$ cat config.mk
export PLATFORM = sky130hd
export DESIGN_NAME = hash_sched
export DESIGN_NICKNAME = d
export VERILOG_FILES = /design/src/rtl/hash_sched_pkg.sv /design/src/rtl/hash_sched_gn_fifo.sv /design/src/rtl/hash_sched.sv
export SDC_FILE = /design/constraint.sdc
export NUM_CORES = 2
export LEC_CHECK = 0
export ABC_AREA = 1
export CAP_MARGIN = 20
export CORE_AREA = 2 2 323 325
export DETAILED_ROUTE_END_ITERATION = 10
export DIE_AREA = 0 0 325 327
export GPL_TIMING_DRIVEN = 0
export PLACE_DENSITY = 0.75
export SLEW_MARGIN = 30
export SYNTH_ARGS = -nofsm -noshare
export SYNTH_HDL_FRONTEND = slang
export SYNTH_HIERARCHICAL = 1
export SYNTH_SLANG_ARGS = --single-unit
export TNS_END_PERCENT = 30
$ cat constraint.sdc
create_clock -name hash_clk -period 47.1 [get_ports hash_clk]
set_input_delay 4.71 -clock hash_clk [delete_from_list [all_inputs] [get_ports hash_clk]]
set_output_delay 4.71 -clock hash_clk [all_outputs]
set_load 0.01 [all_outputs]
$ cat src/rtl/hash_sched_pkg.sv
// hash_sched_pkg: FSM encoding, widths and FIFO entry layout for the hash scheduler
package hash_sched_pkg;
    localparam int GN_W = 32;
    localparam int ID_W = 8;
    localparam int ENT_W = GN_W + ID_W;
    typedef enum logic [1:0] {IDLE, LOAD, RUN, DRAIN} state_t;
    typedef struct packed {
        logic [GN_W-1:0] gn;
        logic [ID_W-1:0] id;
    } gn_entry_t;
endpackage

$ cat src/rtl/hash_sched_gn_fifo.sv
// gn_fifo: first-word fall-through FIFO of tagged golden nonces with async reset
module gn_fifo
    import hash_sched_pkg::*;
#(
    parameter int DEPTH = 8
) (
    input  logic      clk,
    input  logic      rst,
    input  logic      push,
    input  logic      pop,
    input  gn_entry_t din,
    output gn_entry_t dout,
    output logic      full,
    output logic      empty
);
    localparam int AW = DEPTH > 1 ? $clog2(DEPTH) : 1;
    localparam int CW = $clog2(DEPTH + 1);
    gn_entry_t mem [DEPTH];
    logic [AW-1:0] wr_ptr, rd_ptr;
    logic [CW-1:0] count;
    logic do_push, do_pop;
    function automatic logic [AW-1:0] inc(input logic [AW-1:0] p);
        return p == AW'(DEPTH - 1) ? '0 : p + 1'b1;
    endfunction
    assign full = count == CW'(DEPTH);
    assign empty = count == '0;
    assign do_pop = pop && !empty;
    // a full FIFO still accepts a write when the head leaves in the same cycle
    assign do_push = push && (!full || do_pop);
    assign dout = empty ? '0 : mem[rd_ptr];
    always_ff @(posedge clk)
        if (do_push) mem[wr_ptr] <= din;
    always_ff @(posedge clk or posedge rst)
        if (rst) begin
            wr_ptr <= '0;
            rd_ptr <= '0;
            count <= '0;
        end else begin
            if (do_push) wr_ptr <= inc(wr_ptr);
            if (do_pop) rd_ptr <= inc(rd_ptr);
            count <= count + CW'(do_push) - CW'(do_pop);
        end
endmodule

$ cat src/rtl/hash_sched.sv
// hash_sched: double-buffered job scheduler and round-robin golden-nonce collector
module hash_sched
    import hash_sched_pkg::*;
#(
    parameter int          NUM_CORES    = 2,
    parameter int          FIFO_DEPTH   = 8,
    parameter int unsigned SWEEP_CYCLES = 32'h8000_0000,
    parameter int          DRAIN_CYCLES = 66
) (
    input  logic                      hash_clk,
    input  logic                      reset,
    input  logic                      work_valid,
    output logic                      work_ready,
    input  logic [255:0]              work_midstate,
    input  logic [95:0]               work_data,
    input  logic [ID_W-1:0]           work_id,
    output logic [255:0]              core_midstate,
    output logic [95:0]               core_data,
    output logic                      core_run,
    output logic                      core_restart,
    input  logic [GN_W*NUM_CORES-1:0] core_gn,
    input  logic [NUM_CORES-1:0]      core_gn_match,
    output logic [GN_W-1:0]           gn_out,
    output logic [ID_W-1:0]           gn_id,
    output logic                      gn_valid,
    input  logic                      gn_ready,
    output logic                      sweep_done,
    output logic                      overflow
);
    localparam int PW = NUM_CORES > 1 ? $clog2(NUM_CORES) : 1;
    localparam int DW = $clog2(DRAIN_CYCLES + 1);
    localparam logic [31:0] SWEEP_LAST = 32'(SWEEP_CYCLES - 1);
    localparam logic [DW-1:0] DRAIN_LAST = DW'(DRAIN_CYCLES - 1);
    state_t state, state_nx;
    logic shadow_full;
    logic [255:0] shadow_midstate;
    logic [95:0] shadow_data;
    logic [ID_W-1:0] shadow_id, cur_id;
    logic [31:0] sweep_cnt;
    logic [DW-1:0] drain_cnt;
    logic sweep_end, drain_end, accept;
    gn_entry_t hold [NUM_CORES];
    gn_entry_t head;
    logic [NUM_CORES-1:0] pending, grant, hit;
    logic [PW-1:0] ptr, sel, idx;
    logic found, push, full, empty;
    assign work_ready = !shadow_full;
    assign accept = work_valid && work_ready;
    assign core_run = state == RUN || state == DRAIN;
    assign core_restart = state == LOAD;
    assign sweep_end = sweep_cnt == SWEEP_LAST;
    assign drain_end = drain_cnt == DRAIN_LAST;
    assign hit = core_run ? core_gn_match : '0;
    always_comb begin
        state_nx = state;
        case (state)
            IDLE:    state_nx = shadow_full ? LOAD : IDLE;
            LOAD:    state_nx = RUN;
            RUN:     state_nx = (sweep_end || shadow_full) ? DRAIN : RUN;
            DRAIN:   state_nx = !drain_end ? DRAIN : shadow_full ? LOAD : IDLE;
            default: state_nx = IDLE;
        endcase
    end
    always_ff @(posedge hash_clk or posedge reset)
        if (reset) begin
            state <= IDLE;
            shadow_full <= 1'b0;
            shadow_midstate <= '0;
            shadow_data <= '0;
            shadow_id <= '0;
            core_midstate <= '0;
            core_data <= '0;
            cur_id <= '0;
            sweep_cnt <= '0;
            drain_cnt <= '0;
            sweep_done <= 1'b0;
        end else begin
            state <= state_nx;
            sweep_cnt <= state == RUN ? sweep_cnt + 32'd1 : '0;
            drain_cnt <= state == DRAIN ? drain_cnt + 1'b1 : '0;
            sweep_done <= state == DRAIN && drain_end && !shadow_full;
            if (state == LOAD) shadow_full <= 1'b0;
            else if (accept) shadow_full <= 1'b1;
            if (accept) {shadow_midstate, shadow_data, shadow_id} <= {work_midstate, work_data, work_id};
            if (state == LOAD) {core_midstate, core_data, cur_id} <= {shadow_midstate, shadow_data, shadow_id};
        end
    // round-robin: first pending core at or after ptr
    always_comb begin
        found = 1'b0;
        sel = '0;
        idx = '0;
        grant = '0;
        for (int i = 0; i < NUM_CORES; i++) begin
            idx = PW'((int'(ptr) + i) % NUM_CORES);
            if (!found && pending[idx]) begin
                found = 1'b1;
                sel = idx;
            end
        end
        push = found && !full;
        if (push) grant[sel] = 1'b1;
    end
    always_ff @(posedge hash_clk or posedge reset)
        if (reset) begin
            pending <= '0;
            ptr <= '0;
            overflow <= 1'b0;
            for (int k = 0; k < NUM_CORES; k++) hold[k] <= '0;
        end else begin
            overflow <= overflow || |(hit & pending & ~grant);
            if (push) ptr <= PW'((int'(sel) + 1) % NUM_CORES);
            // a strobe on a still-pending core keeps the older value
            for (int k = 0; k < NUM_CORES; k++)
                if (hit[k] && (!pending[k] || grant[k])) begin
                    pending[k] <= 1'b1;
                    hold[k] <= {core_gn[GN_W*k +: GN_W], cur_id};
                end else if (grant[k]) pending[k] <= 1'b0;
        end
    gn_fifo #(.DEPTH(FIFO_DEPTH)) u_fifo (
        .clk(hash_clk),
        .rst(reset),
        .push(push),
        .pop(gn_ready),
        .din(hold[sel]),
        .dout(head),
        .full(full),
        .empty(empty)
    );
    assign gn_out = head.gn;
    assign gn_id = head.id;
    assign gn_valid = !empty;
endmodule

==> summary.txt <==
Run status
  – Status: finished, final reports clean

Critical path
  – Critical Path AT: about 3.3 ns
  – Worst setup EP type: output pin
  – Reg-to-Reg End: core_midstate[23]
  – Element type at the critical path start: register
  – Slowest stage delay, CP: around 0.61 ns
  – Worst r2r path cells: 6
  – CP most frequent cell: buf_2
  – WP data required: between 40 and 50 ns
  – Critical-path cell list: buf_2 > nor2_1 > buf_2 > buf_2 > clkdlybuf4s50_1
  – Critical setup path kind: register to output pin
  – Reg2reg start: state[1]
  – Worst-path fanout max: 10
  – CP max-delay cell: clkdlybuf4s50_1
  – R2r setup slk: between 40 and 50 ns
  – Crit path launch: state[1]

Hold path
  – Hold endpoint: sweep_cnt[0]
  – Hold depth: 1
  – HP Class: register to register
  – Hold_sp: sweep_cnt[0]

Drt
  – Drt first pass iters: 8
  – Vias per cell: ~5.1
  – Final wirelength: 158,300 um
  – Drc violations: 0
  – Antenna Nets Post-Route: 0
  – Routed length per instance: 21.99 um
  – Initial DRC count: 3,509
  – Vias: between 30,000 and 40,000

Global route
  – GRT Total Usage: 0.2933
  – GRT Residual Overflow: 0
  – Pin count of the biggest net entering global routing: 94
  – Global-route wire length before repair: 231,900 um
  – Vias in the first global route: 36,389
  – Initial antenna violation count: slightly below 70

Floorplan
  – # rows: 118
  – DIE AREA: between 0.1 and 0.15 mm2
  – Die H: between 300 and 400 um
  – Initial Util: 0.4593
  – Die width: 325 um
  – I/O pin cnt: around 830
  – Core Area: 0.1029 mm2

Finish
  – Final core occ: 0.6059
  – Most common cell after layout, fill and taps aside: nand2_1
  – Commonest non-fill, non-tap cells in the layout: nand2_1 (1,638), dfrtp_1 (857), clkdlybuf4s50_1 (827), inv_1 (514), edfxtp_1 (320)
  – Nets: between 6,000 and 7,000
  – Syn-to-layout area delta: 31.91%
  – Fraction of layout cells with a size suffix above 1: 0.1098

Synthesis
  – Synth warn: 6
  – Asr flop ratio synth: 0.7281
  – Mapped Cells: between 4,000 and 5,000
  – Net count after synthesis: just over 5,000
  – Mapped Area: between 0.04 and 0.05 mm2
  – Most used flip-flop cell after synthesis: dfrtp_1
  – Synth unique cells: 29
  – Mean Syn Cell Area: between 10 and 15 um2
  – Synth Register Bits: ~1,200
  – Register area share after synthesis: 0.6570
  – Number of synthesized flops with an enable pin: 320

CTS
  – Clock Latency Late Sink: between 0.7 and 0.8 ns
  – CTS Buf Count: 120
  – Deepest clock path buffer count: 3
  – Depth of the CTS H-tree: 3
  – PostCTS Resize Cnt: 0
  – CTS clk-pin slew, worst paths: 0.06 ns
  – Post-CTS Setup Bufs: 0
  – Root buffer cell: clkbuf_16
  – CTS tree: built
  – CTS Hold Bufs: 0
  – Clk sink count: about 1,200

STA
  – Period utilization: 0.1706
  – TNS Setup: 0 ns
  – Endpoints failing hold: 0
  – Slew of the pin with the lowest slew margin: approximately 1 ns
  – Unrepaired setup endpoints after global routing: no
  – Min setup slack post-route: 39.06 ns
  – Final Setup Violations: 0
  – Max-slew violations: 0
  – Highest clock rate: 124.4 MHz
  – Fin crit period: around 8.0 ns
  – Worst slew margin: 0.3524
  – Worst Skew: roughly 0.032 ns

Place
  – Number of port buffers: ~830
  – Final GP Congestion: slightly above 0.9
  – HPWL after DPL: roughly 120,000 um
  – Pre-CTS setup slack: 39.37 ns

Pwr
  – Max VDD drop: about 51 uV
  – P_leak: 29.15 nW
  – PwrDens: 73.89 mW/mm2
  – Pwr Total: approximately 0.0046 W

Flow run
  – Max-cap violations: 0
-- report_power, final --
group / internal [W] / total [W] / switching [W]
Sequential: 0.00156 / 0.00177 / 0.000211
Combinational: 0.000741 / 0.00184 / 0.00110
Clock: 0.000585 / 0.000999 / 0.000414
-- worst max-delay path: cells and delay by family, from the launching register on --
family	cells	cell delay (ns)
and+or+nand+nor	1	0.52
buffers and inverters	4	1.71
DFF	1	0.36
-- cells by family after synthesis --
kind of cell,count (synthesis),synth area share
xor+xnor,6,0.001112
mux,263,0.06266
compound gates,287,0.03065
fa+ha+maj,13,0.003600
flops,1177,0.6570
buf+inv,748,0.06366
simple gates,2189,0.1813
-- worst max path at each step --
stage / end / cells past startpoint
2_1_floorplan: core_data[0] / 1
3_3_place_gp: shadow_data[43] / 2
3_5_place_dp: core_data[30] / 7
4_1_cts: core_restart / 5
5_1_grt: core_restart / 5
6_report: core_restart / 5
-- metrics by stage --
stage	std cells	hold slack (ns)	instance area (um2)
6_report	7197	0.4567	62350
3_5_place_dp	6917	0.4525	58070
2_1_floorplan	4683	0.4257	47270
5_1_grt	7194	0.4720	62340
4_1_cts	7144	0.4601	62220
3_3_place_gp	6890	0.4471	57270
-- cell usage after synthesis, types with 6 or more instances --
library cell,number,area (um2)
a21oi_1,113,565.5
buf_1,20,75.07
buf_2,107,535.5
buf_4,10,75.07
clkbuf_1,86,322.8
dfrtp_1,857,21450
edfxtp_1,320,9609
ha_1,12,150.1
inv_1,515,1933
mux2_2,263,2962
nand2_1,1638,6148
nand3_1,264,1321
nor2_1,276,1036
nor3_1,7,35.03
o21ai_0,160,800.8
o21ai_1,10,50.05
xnor2_1,6,52.55
-- area by class of cell --
| cell class | count | area [um2] |
|---|---|---|
| fill | 8289 | 40560 |
| sequential | 1177 | 31050 |
| multi-input combinational | 2758 | 13260 |
| timing repair buffer | 854 | 9009 |
| clock buffer | 169 | 3521 |
| inverter | 521 | 1963 |
| tap | 1380 | 1727 |
| buffer | 227 | 1054 |
| clock inverter | 58 | 628.1 |
| antenna | 53 | 132.6 |
-- routing by layer --
| metal | wire [um] | track usage | vias to the layer above |
|---|---|---|---|
| met5 | 87 | 0 | - |
| met4 | 7789 | 0.1446 | 16 |
| met3 | 15170 | 0.08550 | 375 |
| met2 | 75500 | 0.4747 | 1662 |
| met1 | 59750 | 0.3612 | 18099 |
| li1 | - | - | 16693 |
-- state kept, by name (all words and copies together) (netlist names), 7 cells and up --
| signal | flops |
|---|---|
| core_midstate | 256 |
| drain_cnt | 7 |
| shadow_data | 96 |
| shadow_midstate | 256 |
| u_fifo/mem | 320 |
| shadow_id | 8 |
| core_data | 96 |
| sweep_cnt | 32 |
| cur_id | 8 |
| hold | 80 |
Power figures use the tool's default switching activity.
